## src/rtl/sc_gauss_blur_acc.sv

```systemverilog
// Stochastic 3x3 Gaussian blur for NOUT adjacent pixels: one LFSR-driven weighted tap select per beat,
// z_bits one cycle after each accepted beat, frame counts after STREAM_LEN beats; in_valid low stalls, result held until out_ready.
module sc_gauss_blur_acc #(
    parameter int         NOUT       = 2,
    parameter int         STREAM_LEN = 256,
    parameter logic [7:0] SEED       = 8'h5A,
    localparam int        CW         = $clog2(STREAM_LEN + 1)
) (
    input  logic                    clk,
    input  logic                    rst,
    input  logic                    start,
    input  logic                    in_valid,
    output logic                    in_ready,
    input  logic [3*(NOUT+2)-1:0]   pix_bits,
    output logic [NOUT-1:0]         z_bits,
    output logic                    z_valid,
    output logic [NOUT*CW-1:0]      out_count,
    output logic                    out_valid,
    input  logic                    out_ready
);
    localparam int W = NOUT + 2;

    typedef enum logic [1:0] {IDLE, RUN, DONE} state_t;

    state_t             state_q, state_d;
    logic [7:0]         lfsr_q, lfsr_d;
    logic [CW-1:0]      beat_q, beat_d;
    logic [NOUT*CW-1:0] cnt_q, cnt_d;
    logic [NOUT-1:0]    z_bits_q, z_bits_d;
    logic               z_valid_q, z_valid_d;
    logic               in_ready_q, in_ready_d;
    logic               out_valid_q, out_valid_d;
    logic [NOUT-1:0]    sel_bits;
    logic               accept;

    // Kernel weights 1/2/4 out of 16 come from how many select codes map to each tap.
    always_comb begin
        sel_bits = '0;
        for (int k = 0; k < NOUT; k++) begin
            case (lfsr_q[3:0])
                4'd0:        sel_bits[k] = pix_bits[k];
                4'd1:        sel_bits[k] = pix_bits[k + 2];
                4'd2:        sel_bits[k] = pix_bits[2*W + k];
                4'd3:        sel_bits[k] = pix_bits[2*W + k + 2];
                4'd4, 4'd5:  sel_bits[k] = pix_bits[k + 1];
                4'd6, 4'd7:  sel_bits[k] = pix_bits[W + k];
                4'd8, 4'd9:  sel_bits[k] = pix_bits[W + k + 2];
                4'd10, 4'd11: sel_bits[k] = pix_bits[2*W + k + 1];
                default:     sel_bits[k] = pix_bits[W + k + 1];
            endcase
        end
    end

    always_comb begin
        accept    = in_valid && in_ready_q;
        state_d   = state_q;
        lfsr_d    = lfsr_q;
        beat_d    = beat_q;
        cnt_d     = cnt_q;
        z_bits_d  = z_bits_q;
        z_valid_d = accept;
        case (state_q)
            IDLE: begin
                if (start) begin
                    state_d = RUN;
                    lfsr_d  = SEED;
                    beat_d  = '0;
                    cnt_d   = '0;
                end
            end
            RUN: begin
                if (accept) begin
                    lfsr_d   = {1'b0, lfsr_q[7:1]} ^ (lfsr_q[0] ? 8'hB8 : 8'h00);
                    beat_d   = beat_q + CW'(1);
                    z_bits_d = sel_bits;
                    for (int k = 0; k < NOUT; k++) begin
                        if (sel_bits[k] && (cnt_q[k*CW +: CW] != CW'(STREAM_LEN)))
                            cnt_d[k*CW +: CW] = cnt_q[k*CW +: CW] + CW'(1);
                    end
                    if (beat_q == CW'(STREAM_LEN - 1))
                        state_d = DONE;
                end
            end
            DONE: begin
                if (out_ready)
                    state_d = IDLE;
            end
            default: state_d = IDLE;
        endcase
        in_ready_d  = (state_d == RUN);
        out_valid_d = (state_d == DONE);
    end

    always_ff @(posedge clk or posedge rst) begin
        if (rst) begin
            state_q     <= IDLE;
            lfsr_q      <= SEED;
            beat_q      <= '0;
            cnt_q       <= '0;
            z_bits_q    <= '0;
            z_valid_q   <= 1'b0;
            in_ready_q  <= 1'b0;
            out_valid_q <= 1'b0;
        end else begin
            state_q     <= state_d;
            lfsr_q      <= lfsr_d;
            beat_q      <= beat_d;
            cnt_q       <= cnt_d;
            z_bits_q    <= z_bits_d;
            z_valid_q   <= z_valid_d;
            in_ready_q  <= in_ready_d;
            out_valid_q <= out_valid_d;
        end
    end

    assign in_ready  = in_ready_q;
    assign z_bits    = z_bits_q;
    assign z_valid   = z_valid_q;
    assign out_count = cnt_q;
    assign out_valid = out_valid_q;

endmodule

```

## config.mk

```make
export PLATFORM = sky130hd
export DESIGN_NAME = sc_gauss_blur_acc
export DESIGN_NICKNAME = d
export VERILOG_FILES = /design/src/rtl/sc_gauss_blur_acc.sv
export SDC_FILE = /design/constraint.sdc
export NUM_CORES = 1
export LEC_CHECK = 0
export BUFFER_PORTS_ARGS = -buffer_cell sky130_fd_sc_hd__buf_2
export CORE_UTILIZATION = 40
export DETAILED_ROUTE_END_ITERATION = 10
export GPL_TIMING_DRIVEN = 0
export PLACE_DENSITY = 0.56
export SLEW_MARGIN = 20
export SYNTH_ARGS = -nofsm -noshare
export SYNTH_HDL_FRONTEND = slang
export SYNTH_SLANG_ARGS = --single-unit
```

## constraint.sdc

```tcl
create_clock -name clk -period 4.42 [get_ports clk]
set_clock_uncertainty 0.05 [all_clocks]
set_input_delay 0.221 -clock clk [delete_from_list [all_inputs] [get_ports clk]]
set_output_delay 0.221 -clock clk [all_outputs]
set_load 0.02 [all_outputs]
```

; Word level (Yosys, flattened, before mapping)
; Index checks and enable logic that the tools add are counted.
[totals]
input_bits = 17
output_inout_bits = 23
latchBits = 0
register_bits = 42
romBits = 0
mem_bits_rw = 0
n_memories = 0
elab_cells = 68
[op_classes]
n_lt_le_gt_ge = 0
div_mod_pow = 0
n_reduce_logical = 14
n_shift = 0
mux = 19
eq_ne = 22
bitwise_logic = 1
n_mul = 0
n_addsub = 3
[op_table]
columns = cell, n
row1 = $mux W18, 2
row2 = $mux W9, 4
row3 = $pmux W18 S2, 1
row4 = $add A9 B1 Y9 const B, 3
row5 = $mux W8, 3
row6 = $ne A9 B9 Y1 const B, 2
row7 = $pmux W9 S2, 1
row8 = $eq A4 B3 Y1 const B, 4
row9 = $eq A4 B4 Y1 const B, 4
row10 = $pmux W1 S8, 2
row11 = $pmux W8 S2, 1
row12 = $eq A9 B8 Y1 const B, 1
row13 = $eq A4 B2 Y1 const B, 2
row14 = $mux W2, 4
row15 = $ne A2 B2 Y1 const B, 4
row16 = $reduce_and A4 Y1, 2
row17 = $reduce_or A2 Y1, 4
row18 = $xor A7 B8 Y8, 1
row19 = $pmux W2 S3, 1
row20 = $eq A2 B1 Y1 const B, 2
row21 = $eq A2 B2 Y1 const B, 2
row22 = $eq A4 B1 Y1 const B, 1
row23 = $logic_not A4 Y1, 1
row24 = $logic_and A1 B1 Y1, 3
row25 = 4 further kinds, 4

; Depth between registers and ports, before layout
[depth]
depth_word = 7
mapped_depth = 8
mapped_depth_nobuf = 7

; Worst setup path after synthesis
; Ideal clock, no wire load.
[synth_timing]
kind = register to register
start = register lfsr_q[1]
end = register cnt_q[13], in the netlist out_count[13]
path_stages_with_launch = 7
t_arrival_ps = 2010
t_required_ps = 4244
synth_period_minus_slack_ps = 2186
path_buffers = 1
path_slack_ps = 2234
setup_ps = 126
path_cell_list = dfstp_2 > buf_2 > mux2_2 > o2bb2ai_1 > o31ai_4 > nor2_2 > a221o_1
[synth_via]
elab_chain_len = 6
word_cells_on_any_way = 20
classes_between = eq/ne (12) / mux (1) / reduce/logical (7)
[synth_rtl]
columns = item, line_no
row1 = "start, declared", 26  ; logic [7:0] lfsr_q, lfsr_d;
row2 = "start signal, assigned", 106  ; lfsr_q <= lfsr_d;
row3 = $eq A4 B4 Y1 / $eq A4 B3 Y1 (equally long branches), 40  ; case (lfsr_q[3:0])
row4 = $reduce_or A2 Y1, 40
row5 = $pmux W1 S8 *, 40
row6 = $logic_and A1 B1 Y1 *, 77  ; if (sel_bits[k] && (cnt_q[k*CW +: CW] != CW'(STREAM_LEN)))
row7 = $ne A2 B2 Y1 (no line) *, --
row8 = $reduce_and A4 Y1 (no line) *, --
row9 = "end signal, assigned", 108  ; cnt_q <= cnt_d;
row10 = "end, declared", 28  ; logic [NOUT*CW-1:0] cnt_q, cnt_d;
; Every way passes the cells marked *; elsewhere a longest branch is shown, timed or not.
; A chain may end at the register's enable or synchronous reset.

; Worst setup path in the final report
; Ends and elaborated chain as after synthesis.

==> flow_summary.json <==
{
  "routedWlPerCell_um": 14.9,
  "num_io_pins": 40,
  "synthDistinctLibCells": 56,
  "post_synthesis_sequential_element_count": 42,
  "p_sw_uw": 588,
  "gp_congestion": 0.783,
  "final_net_count": 314,
  "synthesis.area_per_instance_um2": 9.67,
  "worst_skew_pair_later_pin_latency_ns": 0.30,
  "dominantRegCellSynth": "dfrtp_1",
  "initial_core_util": 0.422,
  "hold_start": "in_valid",
  "worst_hold_path.endpoint": "z_valid",
  "category_of_the_critical_setup_timing_path": "flip-flop to flip-flop",
  "met3_length_um": 161,
  "synthTopCellsByArea": "dfrtp_1 (40%), nand2_1 (5.4%), dfstp_2 (4.5%)",
  "clock_tree.htree_level_count": 2,
  "firstDrtPassIters": 4,
  "timing_worst_slew_pin_value_ns": 0.736,
  "fp-row-count": 27,
  "timing.critical_path.arrival_ns": 2.62,
  "postRouteWirelength_mm": 5.41,
  "post_route_cells_drive_above_1_share": 0.247,
  "r2r_setup_slack_ns": 1.93,
  "synthDominantCellAreaShare": 0.405,
  "power_frac_clock": 0.202,
  "die_area_um2": 6190,
  "vias_per_cell": 5.39,
  "timing.rr.start": "lfsr_q[1]",
  "first_global_vias": 1922,
  "clk_pin_slew_ns": 0.09,
  "synth_top_area_cell": "dfrtp_1",
  "cts_post_setup_buffers_inserted": 0,
  "port_buffers": 39,
  "worst_slack_ns": 1.93,
  "outcome": "complete, no violations",
  "global_route.overflow_total": 0,
  "holdPathStages": 2,
  "timing_hold_violations_final": 0,
  "dr_wl_met2_mm": 2.56,
  "mappedNetlistNets": 266,
  "crit_path_end_kind": "flip-flop",
  "post-route-min-period_ns": 2.49,
  "fillCellCount": 553,
  "powerDensity_nw_per_um2": 542,
  "required_ns": 4.55,
  "synthMostInstantiatedCell": "dfrtp_1",
  "route.vias.total": 1962,
  "clock_sinks": 42,
  "critical_path.reg2reg.endpoint": "out_count[13]",
  "path_max_fanout": 10,
  "areaGrowthSynthToFinish_pct": 18.4,
  "max_freq_mhz": 401,
  "detail_route.iter0.violations": 150,
  "drtAntennaViolNets": 0,
  "pwr-share-comb": 0.403,
  "antenna-diode-count": 0,
  "grt_setup_unrepaired": "no",
  "peakVddDrop_mv": 0.372,
  "core-area_um2": 5570,
  "worst_r2r_path_depth": 6,
  "final-setup-viol-count": 0,
  "grt_start_max_net_pins": 25,
  "die_width_um": 78.6,
  "netlist_instances": 243,
  "cts_inserted_buffers": 5,
  "drt_drc_violations_left": 0,
  "floorplan.die.height_um": 78.6,
  "max-cap-violations": 0,
  "seqPwrFrac": 0.395,
  "wire_length_of_the_first_global_routing_pass_mm": 9.36,
  "power.leakage_uw": 0.00130,
  "synth_enable_flop_cells": 0,
  "slew_headroom": 0.503,
  "ys.warnings.count": 0,
  "number_of_antenna_violations_at_the_first_check_in_global_routing": 0,
  "finalMaxSlewViolations": 0,
  "clockRootBuffer": "clkbuf_8",
  "yosys-top-cells-count": "dfrtp_1 (38), nand2_1 (34), nor2_1 (15), a21oi_1 (10), nand3_1 (10)",
  "synth_area_um2": 2350,
  "synth_async_sr_flop_share": 1.00,
  "synth_seq_area_share": 0.449,
  "post-place-ws_ns": 1.95,
  "p_int_uw": 921,
  "ctsLongestPathBuffers": 2,
  "layout_worst_path_cycle_share": 0.564,
  "wl_met1_mm": 2.65,
  "fin_tns_setup_ns": 0,
  "grt_usage": 0.194,
  "critPathLaunchType": "flip-flop",
  "switch_share": 0.390,
  "top_signal_layer_used": "met4",
  "holdCritPathClass": "input pin to flip-flop",
  "tritoncts": "built",
  "dpl.hpwl_mm": 3.80
}
[power groups by stage]
stage | Sequential [uW] | Combinational (uW) | Clock, uW
after floorplan | 654 | 386 | 0
after global placement | 602 | 602 | 0
after detailed placement | 603 | 609 | 0
final | 596 | 608 | 305
after global routing | 618 | 685 | 329
after CTS | 597 | 613 | 314
[how the worst max path moves through the flow]
| stage | from | to | slack, ns |
|---|---|---|---|
| floorplan | lfsr_q[1] | out_count[13] | 2.23 |
| global placement | lfsr_q[1] | out_count[13] | 1.93 |
| detailed placement | lfsr_q[1] | out_count[14] | 1.95 |
| CTS | lfsr_q[1] | out_count[14] | 1.92 |
| global route | lfsr_q[1] | out_count[13] | 1.79 |
| finish | lfsr_q[1] | out_count[13] | 1.93 |
[cell families after synthesis]
group / share of synthesized area
simple gates: 0.236
compound gates: 0.181
flops: 0.449
buf+inv: 0.0421
xor+xnor: 0.0373
fa+ha+maj: 0.0319
mux: 0.0229
[metrics by stage]
stage	cell area, um2	power (uW)	cells	util	hold slack (ns)
floorplan	2350	1040	243	-	0.305
global placement	2640	1200	354	0.473	0.402
detailed placement	2660	1210	355	0.478	0.263
CTS	2780	1520	364	0.499	0.123
global route	2780	1630	364	0.499	0.133
finish	2780	1510	364	0.499	0.131
[critical path, stage by stage, from the launching register on]
cell and delay [ns]:
dfstp_2 0.56, buf_2 0.23, mux2_2 0.35, o2bb2ai_1 0.19, o31ai_4 0.47, nor2_2 0.17, a221o_1 0.35
[final cells by class]
| class | instances | area [um2] | area share |
|---|---|---|---|
| multi-input cells | 183 | 1190 | 0.429 |
| flip-flops and latches | 42 | 1060 | 0.379 |
| repair buffers | 41 | 233 | 0.0836 |
| well taps | 72 | 90.1 | 0.0324 |
| clock buffers | 6 | 72.6 | 0.0261 |
| plain buffers | 10 | 68.8 | 0.0247 |
| clock inverters | 2 | 37.5 | 0.0135 |
| inverters | 8 | 30.0 | 0.0108 |
[sequential cells by signal, indices dropped and copies added (netlist names)]
register / cells
z_valid: 1
lfsr_q: 8
beat_q: 9
out_count: 18
out_valid: 1
z_bits: 2
state_q: 2
in_ready: 1
[cells in the final DEF (no fill, tap or decap), types with 2 or more instances in the layout]
cell type	n
a21oi_1	10
a221o_1	5
a22o_1	3
a31oi_1	3
a41oi_1	7
and3_1	8
buf_2	40
buf_4	2
buf_6	3
clkbuf_1	4
clkbuf_8	5
dfrtp_1	38
dfstp_2	4
ha_1	6
inv_1	7
mux2_2	3
mux2i_1	2
nand2_1	34
nand2b_1	3
nand3_1	10
nand3b_1	2
nand4_1	3
nor2_1	15
nor2b_1	2
nor3_1	9
nor4_1	2
nor4b_1	4
o21a_1	6
o21ai_0	8
or2_2	3
or3b_2	2
xnor2_1	5
xor2_1	5
[routing by layer]
layer  up-vias  global-route usage
li1        992                   -
met1       929               0.270
met2        34               0.306
met3         7              0.0349
met4         0              0.0574
met5         -                   0
[timing repair]
item / in CTS / in global routing
setup endpoints to repair: 0 / 0
hold buffers: 1 / 0
hold endpoints to repair: 23 / 0
gates resized for setup: 0 / 0
Note: power is estimated with default switching activity, not from simulation.
